`config.mk`:
```
export PLATFORM = sky130hd
export DESIGN_NAME = ladybird_bus_rr_arbiter_flat
export DESIGN_NICKNAME = d
export VERILOG_FILES = /design/src/rtl/ladybird_bus_rr_arbiter_if.sv /design/src/rtl/ladybird_bus_rr_arbiter.sv /design/src/flat_wrapper.sv
export SDC_FILE = /design/constraint.sdc
export NUM_CORES = 1
export LEC_CHECK = 0
export CAP_MARGIN = 10
export CORE_AREA = 10 10 103 105
export DETAILED_ROUTE_END_ITERATION = 10
export DIE_AREA = 0 0 113 115
export HOLD_SLACK_MARGIN = 0.08
export PLACE_DENSITY = 0.79
export SLEW_MARGIN = 0
export SYNTH_ARGS = -nofsm -noshare
export SYNTH_HDL_FRONTEND = slang
export SYNTH_SLANG_ARGS = --single-unit
```
`constraint.sdc`:
```
create_clock -name clk -period 3.6 [get_ports clk]
set_input_delay 0.36 -clock clk [delete_from_list [all_inputs] [get_ports clk]]
set_output_delay 0.36 -clock clk [all_outputs]
set_load 0.05 [all_outputs]
```
`src/rtl/ladybird_bus_rr_arbiter_if.sv`:
```
// Bus bundle between N requesters, the round-robin arbiter and one downstream port.
// master: the arbiter's view (it masters the downstream port and answers requesters).
// slave:  the surrounding system's view (requesters plus downstream target).
interface ladybird_bus_rr_arbiter_if #(
  parameter int N_INPUT = 2,
  parameter int DATA_W  = 32,
  parameter int ADDR_W  = 32
);
  // Requester side, packed per requester (requester i at slice i)
  logic [N_INPUT-1:0]          in_req;
  logic [N_INPUT*ADDR_W-1:0]   in_addr;
  logic [N_INPUT*DATA_W/8-1:0] in_wstrb;
  logic [N_INPUT*DATA_W-1:0]   in_wdata;
  logic [N_INPUT-1:0]          in_gnt;
  logic [N_INPUT-1:0]          in_data_gnt;
  logic [DATA_W-1:0]           in_rdata;

  // Downstream side
  logic                        out_req;
  logic [ADDR_W-1:0]           out_addr;
  logic [DATA_W/8-1:0]         out_wstrb;
  logic [DATA_W-1:0]           out_wdata;
  logic                        out_gnt;
  logic                        out_data_gnt;
  logic [DATA_W-1:0]           out_rdata;

  modport master (
    input  in_req, in_addr, in_wstrb, in_wdata,
    output in_gnt, in_data_gnt, in_rdata,
    output out_req, out_addr, out_wstrb, out_wdata,
    input  out_gnt, out_data_gnt, out_rdata
  );

  modport slave (
    output in_req, in_addr, in_wstrb, in_wdata,
    input  in_gnt, in_data_gnt, in_rdata,
    input  out_req, out_addr, out_wstrb, out_wdata,
    output out_gnt, out_data_gnt, out_rdata
  );
endinterface

```
`src/rtl/ladybird_bus_rr_arbiter.sv`:
```
// Round-robin arbiter merging N request/grant ports onto one downstream port.
// Granted requester IDs are queued in a small FIFO so each out_data_gnt is
// routed back to the right requester in acceptance order. Reads (wstrb==0)
// and writes (wstrb!=0) are handled identically: both get one data grant.
module ladybird_bus_rr_arbiter #(
  parameter int N_INPUT = 2,
  parameter int DATA_W  = 32,
  parameter int ADDR_W  = 32,
  parameter int DEPTH   = 4
) (
  input  logic                      clk,
  input  logic                      arst,
  ladybird_bus_rr_arbiter_if.master bus,
  output logic                      err
);
  localparam int STRB_W = DATA_W / 8;
  localparam int IDX_W  = (N_INPUT > 1) ? $clog2(N_INPUT) : 1;
  localparam int PTR_W  = $clog2(DEPTH);
  localparam int CNT_W  = PTR_W + 1;

  // Round-robin priority pointer and ID FIFO state
  logic [IDX_W-1:0] ptr_reg, ptr_next;
  logic [PTR_W-1:0] wr_ptr_reg, wr_ptr_next;
  logic [PTR_W-1:0] rd_ptr_reg, rd_ptr_next;
  logic [CNT_W-1:0] count_reg, count_next;
  logic             err_reg, err_next;
  logic [IDX_W-1:0] id_mem [DEPTH];

  logic [IDX_W-1:0] sel;
  logic [IDX_W-1:0] head;
  logic             found;
  logic             full;
  logic             empty;
  logic             push;
  logic             pop;

  // (base + k) mod N_INPUT, with k < N_INPUT so one subtraction suffices
  function automatic logic [IDX_W-1:0] rot_idx(input logic [IDX_W-1:0] base, input int k);
    int s;
    s = int'(base) + k;
    if (s >= N_INPUT) s = s - N_INPUT;
    return IDX_W'(s);
  endfunction

  // Pick the first requesting index at or after the priority pointer
  always_comb begin
    sel   = ptr_reg;
    found = 1'b0;
    for (int k = 0; k < N_INPUT; k++) begin
      if (!found && bus.in_req[rot_idx(ptr_reg, k)]) begin
        sel   = rot_idx(ptr_reg, k);
        found = 1'b1;
      end
    end
  end

  assign full  = (count_reg == CNT_W'(DEPTH));
  assign empty = (count_reg == '0);

  // Full blocks new requests even if a pop frees a slot this same cycle
  assign bus.out_req   = (|bus.in_req) && !full;
  assign bus.out_addr  = bus.in_addr [int'(sel)*ADDR_W +: ADDR_W];
  assign bus.out_wstrb = bus.in_wstrb[int'(sel)*STRB_W +: STRB_W];
  assign bus.out_wdata = bus.in_wdata[int'(sel)*DATA_W +: DATA_W];

  assign push = bus.out_req && bus.out_gnt;
  assign pop  = bus.out_data_gnt && !empty;

  // Oldest outstanding ID; read combinationally since the data grant is same-cycle
  assign head = id_mem[rd_ptr_reg];

  // Read data is broadcast; only the requester with in_data_gnt consumes it
  assign bus.in_rdata = bus.out_rdata;
  assign err          = err_reg;

  for (genvar gi = 0; gi < N_INPUT; gi++) begin : g_req
    assign bus.in_gnt[gi]      = push && (sel  == IDX_W'(gi));
    assign bus.in_data_gnt[gi] = pop  && (head == IDX_W'(gi));
  end

  // Next-state for pointers, occupancy and sticky error
  always_comb begin
    ptr_next    = ptr_reg;
    wr_ptr_next = wr_ptr_reg;
    rd_ptr_next = rd_ptr_reg;
    count_next  = count_reg;
    err_next    = err_reg;
    if (push) begin
      ptr_next    = rot_idx(sel, 1);
      wr_ptr_next = wr_ptr_reg + PTR_W'(1);
    end
    if (pop) begin
      rd_ptr_next = rd_ptr_reg + PTR_W'(1);
    end
    if (push && !pop) begin
      count_next = count_reg + CNT_W'(1);
    end else if (!push && pop) begin
      count_next = count_reg - CNT_W'(1);
    end
    // A data grant with nothing outstanding is a downstream protocol violation
    if (bus.out_data_gnt && empty) begin
      err_next = 1'b1;
    end
  end

  // State registers with asynchronous reset
  always_ff @(posedge clk or posedge arst) begin
    if (arst) begin
      ptr_reg    <= '0;
      wr_ptr_reg <= '0;
      rd_ptr_reg <= '0;
      count_reg  <= '0;
      err_reg    <= 1'b0;
    end else begin
      ptr_reg    <= ptr_next;
      wr_ptr_reg <= wr_ptr_next;
      rd_ptr_reg <= rd_ptr_next;
      count_reg  <= count_next;
      err_reg    <= err_next;
    end
  end

  // ID storage; contents need no reset because the pointers define validity
  always_ff @(posedge clk) begin
    if (push) begin
      id_mem[wr_ptr_reg] <= sel;
    end
  end
endmodule

```
`src/flat_wrapper.sv`:
```
// flat-port wrapper written by rule: the top's interface ports become plain ports
module ladybird_bus_rr_arbiter_flat 
#(
  parameter int N_INPUT = 2,
  parameter int DATA_W  = 32,
  parameter int ADDR_W  = 32,
  parameter int DEPTH   = 4
)
  (clk, arst, err, bus_in_req, bus_in_addr, bus_in_wstrb, bus_in_wdata, bus_in_gnt, bus_in_data_gnt, bus_in_rdata, bus_out_req, bus_out_addr, bus_out_wstrb, bus_out_wdata, bus_out_gnt, bus_out_data_gnt, bus_out_rdata);
  ladybird_bus_rr_arbiter_if #(.N_INPUT(N_INPUT), .DATA_W(DATA_W), .ADDR_W(ADDR_W)) bus_i ();
  input  logic clk;
  input  logic arst;
  output logic err;
  input wire logic [$bits(bus_i.in_req)-1:0] bus_in_req;
  input wire logic [$bits(bus_i.in_addr)-1:0] bus_in_addr;
  input wire logic [$bits(bus_i.in_wstrb)-1:0] bus_in_wstrb;
  input wire logic [$bits(bus_i.in_wdata)-1:0] bus_in_wdata;
  output wire logic [$bits(bus_i.in_gnt)-1:0] bus_in_gnt;
  output wire logic [$bits(bus_i.in_data_gnt)-1:0] bus_in_data_gnt;
  output wire logic [$bits(bus_i.in_rdata)-1:0] bus_in_rdata;
  output wire logic [$bits(bus_i.out_req)-1:0] bus_out_req;
  output wire logic [$bits(bus_i.out_addr)-1:0] bus_out_addr;
  output wire logic [$bits(bus_i.out_wstrb)-1:0] bus_out_wstrb;
  output wire logic [$bits(bus_i.out_wdata)-1:0] bus_out_wdata;
  input wire logic [$bits(bus_i.out_gnt)-1:0] bus_out_gnt;
  input wire logic [$bits(bus_i.out_data_gnt)-1:0] bus_out_data_gnt;
  input wire logic [$bits(bus_i.out_rdata)-1:0] bus_out_rdata;
  assign bus_i.in_req = bus_in_req;
  assign bus_i.in_addr = bus_in_addr;
  assign bus_i.in_wstrb = bus_in_wstrb;
  assign bus_i.in_wdata = bus_in_wdata;
  assign bus_in_gnt = bus_i.in_gnt;
  assign bus_in_data_gnt = bus_i.in_data_gnt;
  assign bus_in_rdata = bus_i.in_rdata;
  assign bus_out_req = bus_i.out_req;
  assign bus_out_addr = bus_i.out_addr;
  assign bus_out_wstrb = bus_i.out_wstrb;
  assign bus_out_wdata = bus_i.out_wdata;
  assign bus_i.out_gnt = bus_out_gnt;
  assign bus_i.out_data_gnt = bus_out_data_gnt;
  assign bus_i.out_rdata = bus_out_rdata;
  ladybird_bus_rr_arbiter #(.N_INPUT(N_INPUT), .DATA_W(DATA_W), .ADDR_W(ADDR_W), .DEPTH(DEPTH)) u_core (.clk(clk), .arst(arst), .bus(bus_i), .err(err));
endmodule
```
==> impl_metrics.env <==
export IMPL_cts_sink_count=13
export IMPL_cpMostUsedCell="clkdlybuf4s50_1"
export IMPL_wl_per_cell_um=23.0
export IMPL_rsz0062_at_grt="false"
export IMPL_holdBufCountCts=0
export IMPL_synth_xor_area_share_pct=2.53
export IMPL_final_common_cell="clkdlybuf4s50_1"
export IMPL_clk_pin_slew_ns=0.05
export IMPL_cp_end_kind="output pin"
export IMPL_wl_um=10400
export IMPL_design_core_area_sq_um=8550
export IMPL_min_period_ns=3.11
export IMPL_post_cts_setup_buffers=0
export IMPL_drtIter0Drc=84
export IMPL_fin_skew_ns=0.00240
export IMPL_grt_overflow_total=0
export IMPL_cpPeakStageDelay_ns=0.87
export IMPL_regArea_sq_um=345
export IMPL_dr_pass1_iters=4
export IMPL_ys_seq_area_share_pct=16.7
export IMPL_die_area_sq_um=13000
export IMPL_grtUsageTotal_pct=14.8
export IMPL_fin_ws_ns=0.494
export IMPL_muxShareOfSynthArea_pct=51.5
export IMPL_synth_top_area_share_pct=47.8
export IMPL_ys_ff_latch=13
export IMPL_hold_viol=0
export IMPL_r2r_start="u_core.count_reg[0]$_DFFE_PP0P_"
export IMPL_switching_power_uw=1160
export IMPL_antenna_found_initial=0
export IMPL_io_buffers=215
export IMPL_fin_area_sq_um=4070
export IMPL_power_frac_comb_pct=82.4
export IMPL_die_x_um=113
export IMPL_start_util_pct=24.2
export IMPL_cts_buffer_depth=2
export IMPL_place_ws_ns=0.475
export IMPL_yosys_warnings=0
export IMPL_arrival_ns=2.75
export IMPL_rows=34
export IMPL_synth_adder_area_share_pct=4.53
export IMPL_die_h_um=115
export IMPL_syn_nets=342
export IMPL_cp_required_ns=3.24
export IMPL_clockRootBuffer="clkbuf_8"
export IMPL_dpl_hpwl_um=9240
export IMPL_ctsResizeCount=0
export IMPL_vias=1939
export IMPL_reg2reg_depth=8
export IMPL_ys_flop_type="dfrtp_1"
export IMPL_synth_top_cells_by_area="mux2_4 (48%), buf_4 (12%), dfrtp_1 (11%), buf_12 (5.8%), edfxtp_1 (5.8%)"
export IMPL_multi_input_area_sq_um=1320
export IMPL_nets=526
export IMPL_largest_register_ffs=4
export IMPL_start_kind="primary input"
export IMPL_drc=0
export IMPL_reg2reg_setup_slack_ns=1.43
export IMPL_antenna_cells=0
export IMPL_nFillCells=774
export IMPL_drive_gt1_share_pct=24.1
export IMPL_grt_pass1_wl_um=14800
export IMPL_final_max_slew_violation_count=0
export IMPL_gp_congestion=0.807
export IMPL_avgSynthCellArea_sq_um=12.8
export IMPL_htreeDepth=1
export IMPL_via_per_inst=4.28
export IMPL_switching_share_pct=50.4
export IMPL_crit_type="primary input to output pin"
export IMPL_grt_max_degree=24
export IMPL_synth_area_sq_um=2070
export IMPL_pwr_share_seq_pct=11.9
export IMPL_synthArstFlopShare_pct=69.2
export IMPL_synth_edf_count=4
export IMPL_setup_worst_path_start="bus_in_req[0]"
export IMPL_yosys_area_share_simple_pct=3.74
export IMPL_worst_path_max_fanout=23
export IMPL_synth_top_family_by_area="multiplexers"
export IMPL_areaGrowthSynthToFinish_pct=96.3
export IMPL_worstSkewPairLatency_ns=0.24
export IMPL_fmax_ghz=0.322
export IMPL_synthCells=162
export IMPL_ant_nets=0
export IMPL_final_util_pct=47.6
export IMPL_p_total_uw=2300
export IMPL_grt_pass1_vias=2144
export IMPL_relSlewSlack_pct=59.4
export IMPL_critPathSlowestCell="clkdlybuf4s50_1"
export IMPL_clkPwrFrac_pct=5.7
export IMPL_setup_viol=0
export IMPL_hold_class="primary input to asynchronous set/reset pin"
export IMPL_tritoncts="yes"
export IMPL_period_share_pct=86.3
export IMPL_p_int_uw=1140
export IMPL_synth_area_leader_cell="mux2_4"
export IMPL_tns_ns=0
export IMPL_max_cap_viol_count=0
export IMPL_placed_area_sq_um=4020
export IMPL_final_cell_mix="clkdlybuf4s50_1 (212), mux2_4 (66), dfrtp_1 (9)"
export IMPL_io_pins=280
export IMPL_reg2reg_to="u_core.count_reg[2]$_DFFE_PP0P_"
export IMPL_yosysUniqueCellTypes=26
export IMPL_path_cells="clkdlybuf4s50_1, inv_1, maj3_4, buf_12, mux2_4, clkdlybuf4s50_1"
export IMPL_cts_inserted_buffers=3
export IMPL_tightestPinTransition_ns=0.608
export IMPL_status="finished, final reports clean"
export IMPL_powerDensity_nw_per_um2=565
export IMPL_crit_end="bus_out_addr[31]"
export IMPL_ir_drop_v=0.000361
export IMPL_synth_compound_area_share_pct=1.27
export IMPL_cellLeakagePower_uw=0.00174
cells by family after synthesis:
logic type / after synthesis
multiplexers: 72
buffers and inverters: 46
AND/OR/NAND/NOR: 14
flip-flops: 13
adder cells (fa/ha/maj): 7
XOR/XNOR: 6
AO/OA/AOI/OAI: 4
power groups by stage:
stage               Clock [uW]  Sequential, uW  Combinational [uW]
global placement             0             274                1890
global route               141             286                1980
detailed placement           0             278                1910
floorplan                    0             274                1460
finish                     130             274                1900
CTS                        133             275                1920
synth_stat cells (2+ instances only):
library cell,n
mux2_2,4
xnor2_1,4
mux2_4,66
nor2b_1,2
nor2_1,4
inv_1,6
xor2_1,2
edfxtp_1,4
buf_4,32
dfrtp_1,9
buf_12,6
and2_1,5
ha_1,5
layout make-up:
class / instances / share of cell area (%)
inverters: 6 / 0.554
repair buffers: 219 / 54.1
flip-flops and latches: 13 / 8.49
multi-input cells: 103 / 32.5
clock buffers: 4 / 1.11
well taps: 108 / 3.32
metrics by stage:
stage          hold slack (ns)  std cells
2_1_floorplan            0.188        162
3_3_place_gp             0.441        449
3_5_place_dp             0.466        449
4_1_cts                  0.389        453
5_1_grt                  0.411        453
6_report                 0.379        453
worst max-delay path: cells and delay by family:
kind	cells	cell delay [ns]
buffers and inverters	4	1.66
muxes	1	0.20
adders and majority gates	1	0.50
per-layer routing:
metal	vias to the layer above	part of all wire [%]	global-route usage [%]
met2	151	49	24.9
met1	888	38	17.1
li1	896	-	-
met5	-	0	0
met3	4	12	7.24
met4	0	0.29	1.61
how the worst min path moves through the flow:
stage,cells past startpoint,to,from,slack (ns)
2_1_floorplan,1,u_core.count_reg[0]$_DFFE_PP0P_,arst,0.19
3_3_place_gp,1,u_core.err$_DFFE_PP0P_,u_core.err$_DFFE_PP0P_,0.44
3_5_place_dp,1,u_core.err$_DFFE_PP0P_,u_core.err$_DFFE_PP0P_,0.47
4_1_cts,2,u_core.ptr_reg$_DFFE_PP0P_,arst,0.39
5_1_grt,2,u_core.ptr_reg$_DFFE_PP0P_,arst,0.41
6_report,2,u_core.ptr_reg$_DFFE_PP0P_,arst,0.38
Note: power is estimated with default switching activity, not from simulation.
